`src/rtl/pipeline_hazard_ctrl_pkg.sv`:
```
// Shared pipeline definitions: register index width, hazard FSM encodings,
// forwarding-select codes and the "non-$0 register match" helper.
package pipeline_hazard_ctrl_pkg;

  localparam int REG_W = 5;

  typedef logic [REG_W-1:0] reg_idx_t;

  localparam logic [1:0] ST_RUN   = 2'b00;
  localparam logic [1:0] ST_STALL = 2'b01;
  localparam logic [1:0] ST_FLUSH = 2'b10;

  localparam logic [1:0] FWD_RF    = 2'b00;
  localparam logic [1:0] FWD_EXMEM = 2'b10;
  localparam logic [1:0] FWD_MEMWB = 2'b01;

  // $0 is hardwired to zero, so it never matches as a producer.
  function automatic logic reg_match(input reg_idx_t producer, input reg_idx_t consumer);
    return (producer != '0) && (producer == consumer);
  endfunction

endpackage

```
`src/rtl/pipeline_hazard_ctrl_forward_unit.sv`:
```
// Operand forwarding select for one ALU input.
// EX/MEM (the younger result) wins over MEM/WB.
module forward_unit
  import pipeline_hazard_ctrl_pkg::*;
(
  input  logic [REG_W-1:0] src_reg_i,
  input  logic             exmem_regwrite_i,
  input  logic [REG_W-1:0] exmem_wreg_i,
  input  logic             memwb_regwrite_i,
  input  logic [REG_W-1:0] memwb_wreg_i,
  output logic [1:0]       fwd_sel_o
);

  always_comb begin
    if (exmem_regwrite_i && reg_match(exmem_wreg_i, src_reg_i)) begin
      fwd_sel_o = FWD_EXMEM;
    end else if (memwb_regwrite_i && reg_match(memwb_wreg_i, src_reg_i)) begin
      fwd_sel_o = FWD_MEMWB;
    end else begin
      fwd_sel_o = FWD_RF;
    end
  end

endmodule

```
`src/rtl/pipeline_hazard_ctrl.sv`:
```
// Hazard controller for a 5-stage pipeline: load-use stall FSM, branch flush,
// operand forwarding and saturating stall/flush event counters.
module pipeline_hazard_ctrl
  import pipeline_hazard_ctrl_pkg::*;
#(
  parameter int unsigned CNT_W     = 16,
  parameter int unsigned LU_CYCLES = 1   // bubbles per load-use hazard, 1..7
) (
  input  logic             clk,
  input  logic             rst,
  input  logic [REG_W-1:0] ifid_rs,
  input  logic [REG_W-1:0] ifid_rt,
  input  logic [REG_W-1:0] idex_rs,
  input  logic [REG_W-1:0] idex_rt,
  input  logic             idex_memread,
  input  logic [REG_W-1:0] idex_wreg,
  input  logic             exmem_regwrite,
  input  logic [REG_W-1:0] exmem_wreg,
  input  logic             memwb_regwrite,
  input  logic [REG_W-1:0] memwb_wreg,
  input  logic             branch_taken,
  output logic             pc_write,
  output logic             ifid_write,
  output logic             idex_bubble,
  output logic             ifid_flush,
  output logic             idex_flush,
  output logic             exmem_flush,
  output logic [1:0]       fwd_a,
  output logic [1:0]       fwd_b,
  output logic [1:0]       state,
  output logic [CNT_W-1:0] stall_cnt,
  output logic [CNT_W-1:0] flush_cnt
);

  // The RUN cycle that detects the hazard is the first bubble, so the
  // down-counter only covers the remaining ones.
  localparam logic [2:0] LU_RELOAD = 3'(LU_CYCLES - 1);

  logic [1:0]       state_q, state_d;
  logic [2:0]       lu_cnt_q, lu_cnt_d;
  logic [CNT_W-1:0] stall_cnt_q, stall_cnt_d;
  logic [CNT_W-1:0] flush_cnt_q, flush_cnt_d;
  logic             lu;
  logic             stall_evt;
  logic             flush_evt;

  assign lu = idex_memread && (reg_match(idex_wreg, ifid_rs) || reg_match(idex_wreg, ifid_rt));

  // NOTE: every signal assigned in this block gets a default first, so no
  // path through the case/if tree can leave one unassigned and infer a latch.
  always_comb begin
    state_d     = state_q;
    lu_cnt_d    = lu_cnt_q;
    pc_write    = 1'b1;
    ifid_write  = 1'b1;
    idex_bubble = 1'b0;
    ifid_flush  = 1'b0;
    idex_flush  = 1'b0;
    exmem_flush = 1'b0;
    stall_evt   = 1'b0;
    flush_evt   = 1'b0;

    if (branch_taken) begin
      ifid_flush  = 1'b1;
      idex_flush  = 1'b1;
      exmem_flush = 1'b1;
      lu_cnt_d    = '0;
      state_d     = ST_FLUSH;
      flush_evt   = 1'b1;
    end else begin
      case (state_q)
        ST_RUN: begin
          if (lu) begin
            pc_write    = 1'b0;
            ifid_write  = 1'b0;
            idex_bubble = 1'b1;
            stall_evt   = 1'b1;
            if (LU_CYCLES > 1) begin
              state_d  = ST_STALL;
              lu_cnt_d = LU_RELOAD;
            end
          end
        end
        ST_STALL: begin
          pc_write    = 1'b0;
          ifid_write  = 1'b0;
          idex_bubble = 1'b1;
          if (lu_cnt_q <= 3'd1) begin
            state_d  = ST_RUN;
            lu_cnt_d = '0;
          end else begin
            lu_cnt_d = lu_cnt_q - 3'd1;
          end
        end
        ST_FLUSH: state_d = ST_RUN;
        default: begin
          state_d  = ST_RUN;
          lu_cnt_d = '0;
        end
      endcase
    end

    // Reset cycle drives a clean pipeline regardless of the current state.
    if (rst) begin
      pc_write    = 1'b1;
      ifid_write  = 1'b1;
      idex_bubble = 1'b0;
      ifid_flush  = 1'b0;
      idex_flush  = 1'b0;
      exmem_flush = 1'b0;
    end
  end

  always_comb begin
    stall_cnt_d = stall_cnt_q;
    flush_cnt_d = flush_cnt_q;
    if (stall_evt && (stall_cnt_q != '1)) stall_cnt_d = stall_cnt_q + CNT_W'(1);
    if (flush_evt && (flush_cnt_q != '1)) flush_cnt_d = flush_cnt_q + CNT_W'(1);
  end

  // NOTE: sequential state uses non-blocking assignments so every register
  // samples the pre-edge value of the others, independent of statement order.
  always_ff @(posedge clk) begin
    if (rst) begin
      state_q     <= ST_RUN;
      lu_cnt_q    <= '0;
      stall_cnt_q <= '0;
      flush_cnt_q <= '0;
    end else begin
      state_q     <= state_d;
      lu_cnt_q    <= lu_cnt_d;
      stall_cnt_q <= stall_cnt_d;
      flush_cnt_q <= flush_cnt_d;
    end
  end

  assign state     = state_q;
  assign stall_cnt = stall_cnt_q;
  assign flush_cnt = flush_cnt_q;

  forward_unit u_fwd_a (
    .src_reg_i        (idex_rs),
    .exmem_regwrite_i (exmem_regwrite),
    .exmem_wreg_i     (exmem_wreg),
    .memwb_regwrite_i (memwb_regwrite),
    .memwb_wreg_i     (memwb_wreg),
    .fwd_sel_o        (fwd_a)
  );

  forward_unit u_fwd_b (
    .src_reg_i        (idex_rt),
    .exmem_regwrite_i (exmem_regwrite),
    .exmem_wreg_i     (exmem_wreg),
    .memwb_regwrite_i (memwb_regwrite),
    .memwb_wreg_i     (memwb_wreg),
    .fwd_sel_o        (fwd_b)
  );

endmodule

```
`config.mk`:
```
export PLATFORM = sky130hd
export DESIGN_NAME = pipeline_hazard_ctrl
export DESIGN_NICKNAME = d
export VERILOG_FILES = /design/src/rtl/pipeline_hazard_ctrl_pkg.sv /design/src/rtl/pipeline_hazard_ctrl_forward_unit.sv /design/src/rtl/pipeline_hazard_ctrl.sv
export SDC_FILE = /design/constraint.sdc
export NUM_CORES = 1
export LEC_CHECK = 0
export BUFFER_PORTS_ARGS = -buffer_cell sky130_fd_sc_hd__buf_2
export CAP_MARGIN = 20
export CORE_MARGIN = 1.5
export CORE_UTILIZATION = 45
export DETAILED_ROUTE_END_ITERATION = 16
export PLACE_DENSITY = 0.75
export SETUP_SLACK_MARGIN = 0.5
export SLEW_MARGIN = 20
export SYNTH_ARGS = -nofsm -noshare
export SYNTH_HDL_FRONTEND = slang
export SYNTH_SLANG_ARGS = --single-unit
export TNS_END_PERCENT = 10
```
`constraint.sdc`:
```
create_clock -name clk -period 2.4 [get_ports clk]
set_input_delay 0.24 -clock clk [delete_from_list [all_inputs] [get_ports clk]]
set_output_delay 0.24 -clock clk [all_outputs]
set_load 0.01 [all_outputs]
```
Yosys cells after proc, flatten, opt, wreduce, memory -nomap -nowiden --
Index checks and enable logic that the tools add are counted.
Word-level totals: register bits 37, output and inout port bits 44, logic and storage cells 66
Cells by class: add/sub/neg operators 3, order comparisons 1, eq/ne operators 13, muxes and demuxes 21, bitwise operators 1, reduce and logical (&&, ||, !) cells 22
Operator list (number):
- $add A16 B1 Y16 const B | 2
- $ne A16 B16 Y1 const B | 2
- $eq A5 B5 Y1 | 6
- $reduce_bool A5 Y1 | 3
- $logic_and A1 B1 Y1 | 13
- $mux W1 | 12
- $mux W2 | 4
- $pmux W3 S2 | 1
- $ne A2 B2 Y1 const B | 2
- $pmux W1 S2 | 2
- $pmux W2 S2 | 1
- $reduce_and A2 Y1 | 2
- $reduce_or A2 Y1 | 2
- $le A3 B1 Y1 const B | 1
- $mux W3 | 1
- $ne A3 B3 Y1 const B | 1
- $sub A3 B1 Y3 const B | 1
- $eq A2 B1 Y1 const B | 1
- $eq A2 B2 Y1 const B | 1
- $logic_not A2 Y1 | 1
- $logic_or A1 B1 Y1 | 1
- $not A1 Y1 | 1

Logic depth before layout (Yosys ltp) --
depth in word-level cells 8, depth in mapped cells 7, gate-level depth less buffers 6

Hierarchy --
Synthesis repeated with hierarchy kept, for this count alone.
Unflattened totals: cells, all modules 266, area total of the unflattened synthesis 2182.1 um2
Modules (own cells, without submodules):
- pipeline_hazard_ctrl | times used 1, cells each 226, area an instance 1879.3 um2, seq. area each 660.6 um2
- forward_unit | times used 2, cells each 20, area an instance 151.4 um2, seq. area each 0.0 um2

Least setup slack after synthesis --
Ideal clock, no wire load.
path kind register to register, start reg stall_cnt_q[0], in the netlist stall_cnt[0], end reg stall_cnt_q[15], in the netlist stall_cnt[15], setup time 0.121 ns, arrival 1.824 ns, path slack 0.455 ns, cell stages (with the launch flop) 8, buffers on the path 1, period minus slack after synthesis 1.945 ns, path through dfxtp_1 > ha_1 > nand4_1 > or4b_1 > buf_2 > nand3_4 > nor4_1 > mux2_2
On the way: longest elaborated chain between the ends 2, elaborated cells between the ends (all ways) 3, classes of those cells add/sub (1); eq/ne (1); reduce/logical (1)
RTL lines:
- start: declaration | line pipeline_hazard_ctrl.sv:41 | logic [CNT_W-1:0] stall_cnt_q, stall_cnt_d;
- start signal: assignment | line pipeline_hazard_ctrl.sv:132 | stall_cnt_q <= stall_cnt_d;
- parallel branches: the longest is 2 deep, another holds $add A16 B1 Y16
Parallel ways; which one is timed is not known. A chain may end at the register's enable or synchronous reset.

Worst setup path in the final report --
start in exmem_wreg[0], end out fwd_a[0]
On the way: longest elaborated chain between the ends 4, elaborated cells between the ends (all ways) 5, classes of those cells eq/ne (1); mux (1); reduce/logical (3)
RTL lines:
- start: declaration | line pipeline_hazard_ctrl.sv:18 | input logic [REG_W-1:0] exmem_wreg,
- $eq A5 B5 Y1 / $reduce_bool A5 Y1 (equally long branches) | line pipeline_hazard_ctrl_pkg.sv:19 | return (producer != '0) && (producer == consumer);
- $logic_and A1 B1 Y1 * | line pipeline_hazard_ctrl_pkg.sv:19
- $logic_and A1 B1 Y1 * | line pipeline_hazard_ctrl_forward_unit.sv:15 | if (exmem_regwrite_i && reg_match(exmem_wreg_i, src_reg_i)) begin
- $mux W2 * | line pipeline_hazard_ctrl_forward_unit.sv:15
- end: declaration | line pipeline_hazard_ctrl.sv:28 | output logic [1:0] fwd_a,
Mark *: on every way between the ends. The rest lies on a longest branch, timed or not.

==> summary.md <==
| Metric | Value |
|---|---|
| Run status | `completed` |
| Syn Inst Count | `252` |
| Synth Register Bits | `33` |
| DPL Wire Length | `3754 um` |
| ANT nets after route | `0` |
| Ratio of cells with drive above 1 in the final layout | `0.3422` |
| Clock share of power | `0.355` |
| Ys Warns | `0` |
| CTS Hold Bufs | `0` |
| Worst Slack Setup Final | `0.4704 ns` |
| Mapped cell area | `2091 um2` |
| Num CTS Buffers | `5` |
| Nets | `381` |
| Worst path slowest cell | `or4_1` |
| FF-to-FF setup slack | `0.48 ns` |
| Largest net degree at the start of global routing | `41` |
| Iter 0 DRT Violations | `135` |
| Sequential power share | `0.496` |
| Chip Width | `71.16 um` |
| Initial Utilization | `0.4736` |
| Final Skew | `0.005212 ns` |
| Static Leak | `1.155 nW` |
| Final setup fails | `0` |
| Worst-Margin Slew | `0.6972 ns` |
| Crit-path max cell delay | `0.50 ns` |
| Diodes inserted | `0` |
| Distinct cell type count after synthesis | `39` |
| Most used flip-flop cell after synthesis | `dfxtp_1` |
| PD cells | `421.4 nW/um2` |
| I/O pin count | `85` |
| Worst r2r src | `stall_cnt[5]` |
| Period utilization | `0.8040` |
| Net Sw Frac | `0.2638` |
| Reg clk slew, reported paths | `0.07 ns` |
| Post-synthesis sequential area ratio | `0.3160` |
| Initial antenna violation count | `0` |
| CTS Root Cell | `clkbuf_8` |
| Synth Area per Inst | `8.297 um2` |
| Ys async rst share | `0` |
| CP top delay family | `simple AND/OR/NAND/NOR gates` |
| Int Pwr | `0.8292 mW` |
| DR DRC count | `0` |
| Die H | `71.16 um` |
| Pre-antenna DRT Iters | `4` |
| Post-synth EDFFs | `0` |
| Hold/Removal Path Class | `input pin to flop` |
| Crit path capture type | `primary output` |
| Critical Path Start | `exmem_wreg[0]` |
| Vias in the first global route | `1846` |
| Post-synth net total | `295` |
| Min-delay src | `branch_taken` |
| Worst Path Required | `2.16 ns` |
| Most frequent cells in the layout | `buf_2 (83), xor2_1 (33), dfxtp_1 (31)` |
| Kind of critical path | `input pin to primary output` |
| WL final | `5066 um` |
| Avg WL per Cell | `12.96 um` |
| Gr usage total | `0.1996` |
| Crit-path max FO | `3` |
| Slew Viols, Final | `0` |
| Combinational power share | `0.149` |
| Setup tns final | `0 ns` |
| CORE AREA | `4414 um2` |
| Hold Violations, Final | `0` |
| DIE AREA | `5064 um2` |
| Vias | `2158` |
| CP startpoint kind | `input pin` |
| Clock Path Buffers | `2` |
| Skew-Pair Late Insertion Delay | `0.28 ns` |
| CTS tree | `done` |
| Drt via density | `5.519` |
| Worst Path Buf+Inv | `2` |
| H-tree levels | `2` |
| Slew margin rel. | `0.5352` |
| Number of port buffers | `83` |
| First-pass GRT wire length | `8280 um` |
| Max Fclk | `0.5182 GHz` |
| Sw Pwr | `0.2971 mW` |
| Gp weighted congestion | `0.8509` |
| Unrepaired setup endpoints after global routing | `true` |
| GRT Residual Overflow | `0` |
| Layout area overhead | `27.83%` |
| Most common cell after layout, fill and taps aside | `buf_2` |
| Dpl ws | `0.2048 ns` |
| Peak supply drop | `322.4 uV` |
| Critical path arrival | `1.69 ns` |
| Sink Count | `33` |
| Number of fill cells in the layout | `396` |
| Cell Chain, Critical Path | `buf_2, or4_1, o21ai_0, nor4_1, nor4_1, buf_2` |
| Max-cap viol count | `0` |
| Final Critical Period | `1.930 ns` |
| Num rows | `24` |
layer usage:
layer / up-vias / track usage / routed length [um]
li1: 1089 / - / -
met1: 989 / 0.2582 / 2328
met2: 75 / 0.3282 / 2373
met3: 5 / 0.04843 / 312
met4: 0 / 0.06289 / 52
met5: - / 0 / 0
logic make-up (layout without fill, tap and decap cells):
family | count (synthesis) | in the layout | synth area share
fa+ha+maj | 2 | 2 | 0.01197
compound gates | 43 | 43 | 0.1329
other cells | 1 | 1 | 0.001794
flops | 33 | 33 | 0.3160
buf+inv | 19 | 106 | 0.04189
mux | 6 | 6 | 0.03172
xor+xnor | 39 | 39 | 0.1634
simple gates | 109 | 109 | 0.3004
per-stage QoR:
| step | instance area (um2) | utilization | std cells | power (mW) | hold slack (ns) |
|---|---|---|---|---|---|
| after global placement | 2561 | 0.5802 | 381 | 0.7300 | 0.4967 |
| after floorplan | 2093 | - | 252 | 0.6591 | 0.4837 |
| final | 2673 | 0.6054 | 391 | 1.126 | 0.3658 |
| after global routing | 2673 | 0.6054 | 391 | 1.181 | 0.3796 |
| after detailed placement | 2561 | 0.5802 | 381 | 0.7330 | 0.4976 |
| after CTS | 2668 | 0.6043 | 391 | 1.137 | 0.3650 |
repair_timing:
| action | in CTS | in global routing |
|---|---|---|
| setup buffers | 2 | 0 |
| setup endpoints to repair | 14 | 15 |
| pin swaps | 2 | 0 |
| gates resized for setup | 2 | 1 |
| gates cloned | 0 | 0 |
state kept, by name, summed over array words and instances (netlist names):
name       flops
state          1
stall_cnt     16
flush_cnt     16
power groups by stage:
stage               clock network (mW)  logic (mW)  registers (mW)
finish                           0.400       0.168           0.558
global route                     0.436       0.186           0.559
CTS                              0.411       0.168           0.558
detailed placement                   0       0.162           0.571
global placement                     0       0.160           0.570
floorplan                            0      0.0869           0.572
layout make-up:
type | count | area, um2 | area share
inverter | 6 | 22.52 | 0.008427
clock inverter | 2 | 10.01 | 0.003745
timing repair buffer | 92 | 483.0 | 0.1807
clock buffer | 6 | 72.57 | 0.02715
tap | 52 | 65.06 | 0.02434
multi-input combinational | 200 | 1356 | 0.5075
sequential | 33 | 663.1 | 0.2481
Yosys cell counts, types with 3 or more instances:
master / instances / area [um2]
dfxtp_1: 33 / 660.6
xor2_1: 33 / 289.0
nor2_1: 24 / 90.09
a21oi_1: 14 / 70.07
nand4_1: 14 / 87.58
o21ai_0: 13 / 65.06
and3_1: 10 / 62.56
nand3_1: 10 / 50.05
or3_1: 9 / 56.30
clkbuf_1: 8 / 30.03
nor4_1: 8 / 50.05
nor3_1: 7 / 35.03
or4_1: 7 / 52.55
inv_1: 6 / 22.52
nand2_1: 6 / 22.52
nor2b_1: 6 / 37.54
xnor2_1: 6 / 52.55
mux2_2: 5 / 56.30
o211ai_1: 5 / 37.54
buf_4: 4 / 30.03
o31ai_1: 3 / 22.52
path summary, 6_finish.rpt:
path	to	depth (start not counted)
max	fwd_a[0]	6
min	state[1]	2
max reg2reg	stall_cnt[15]	5
min reg2reg	stall_cnt[0]	2
Power figures use the tool's default switching activity.
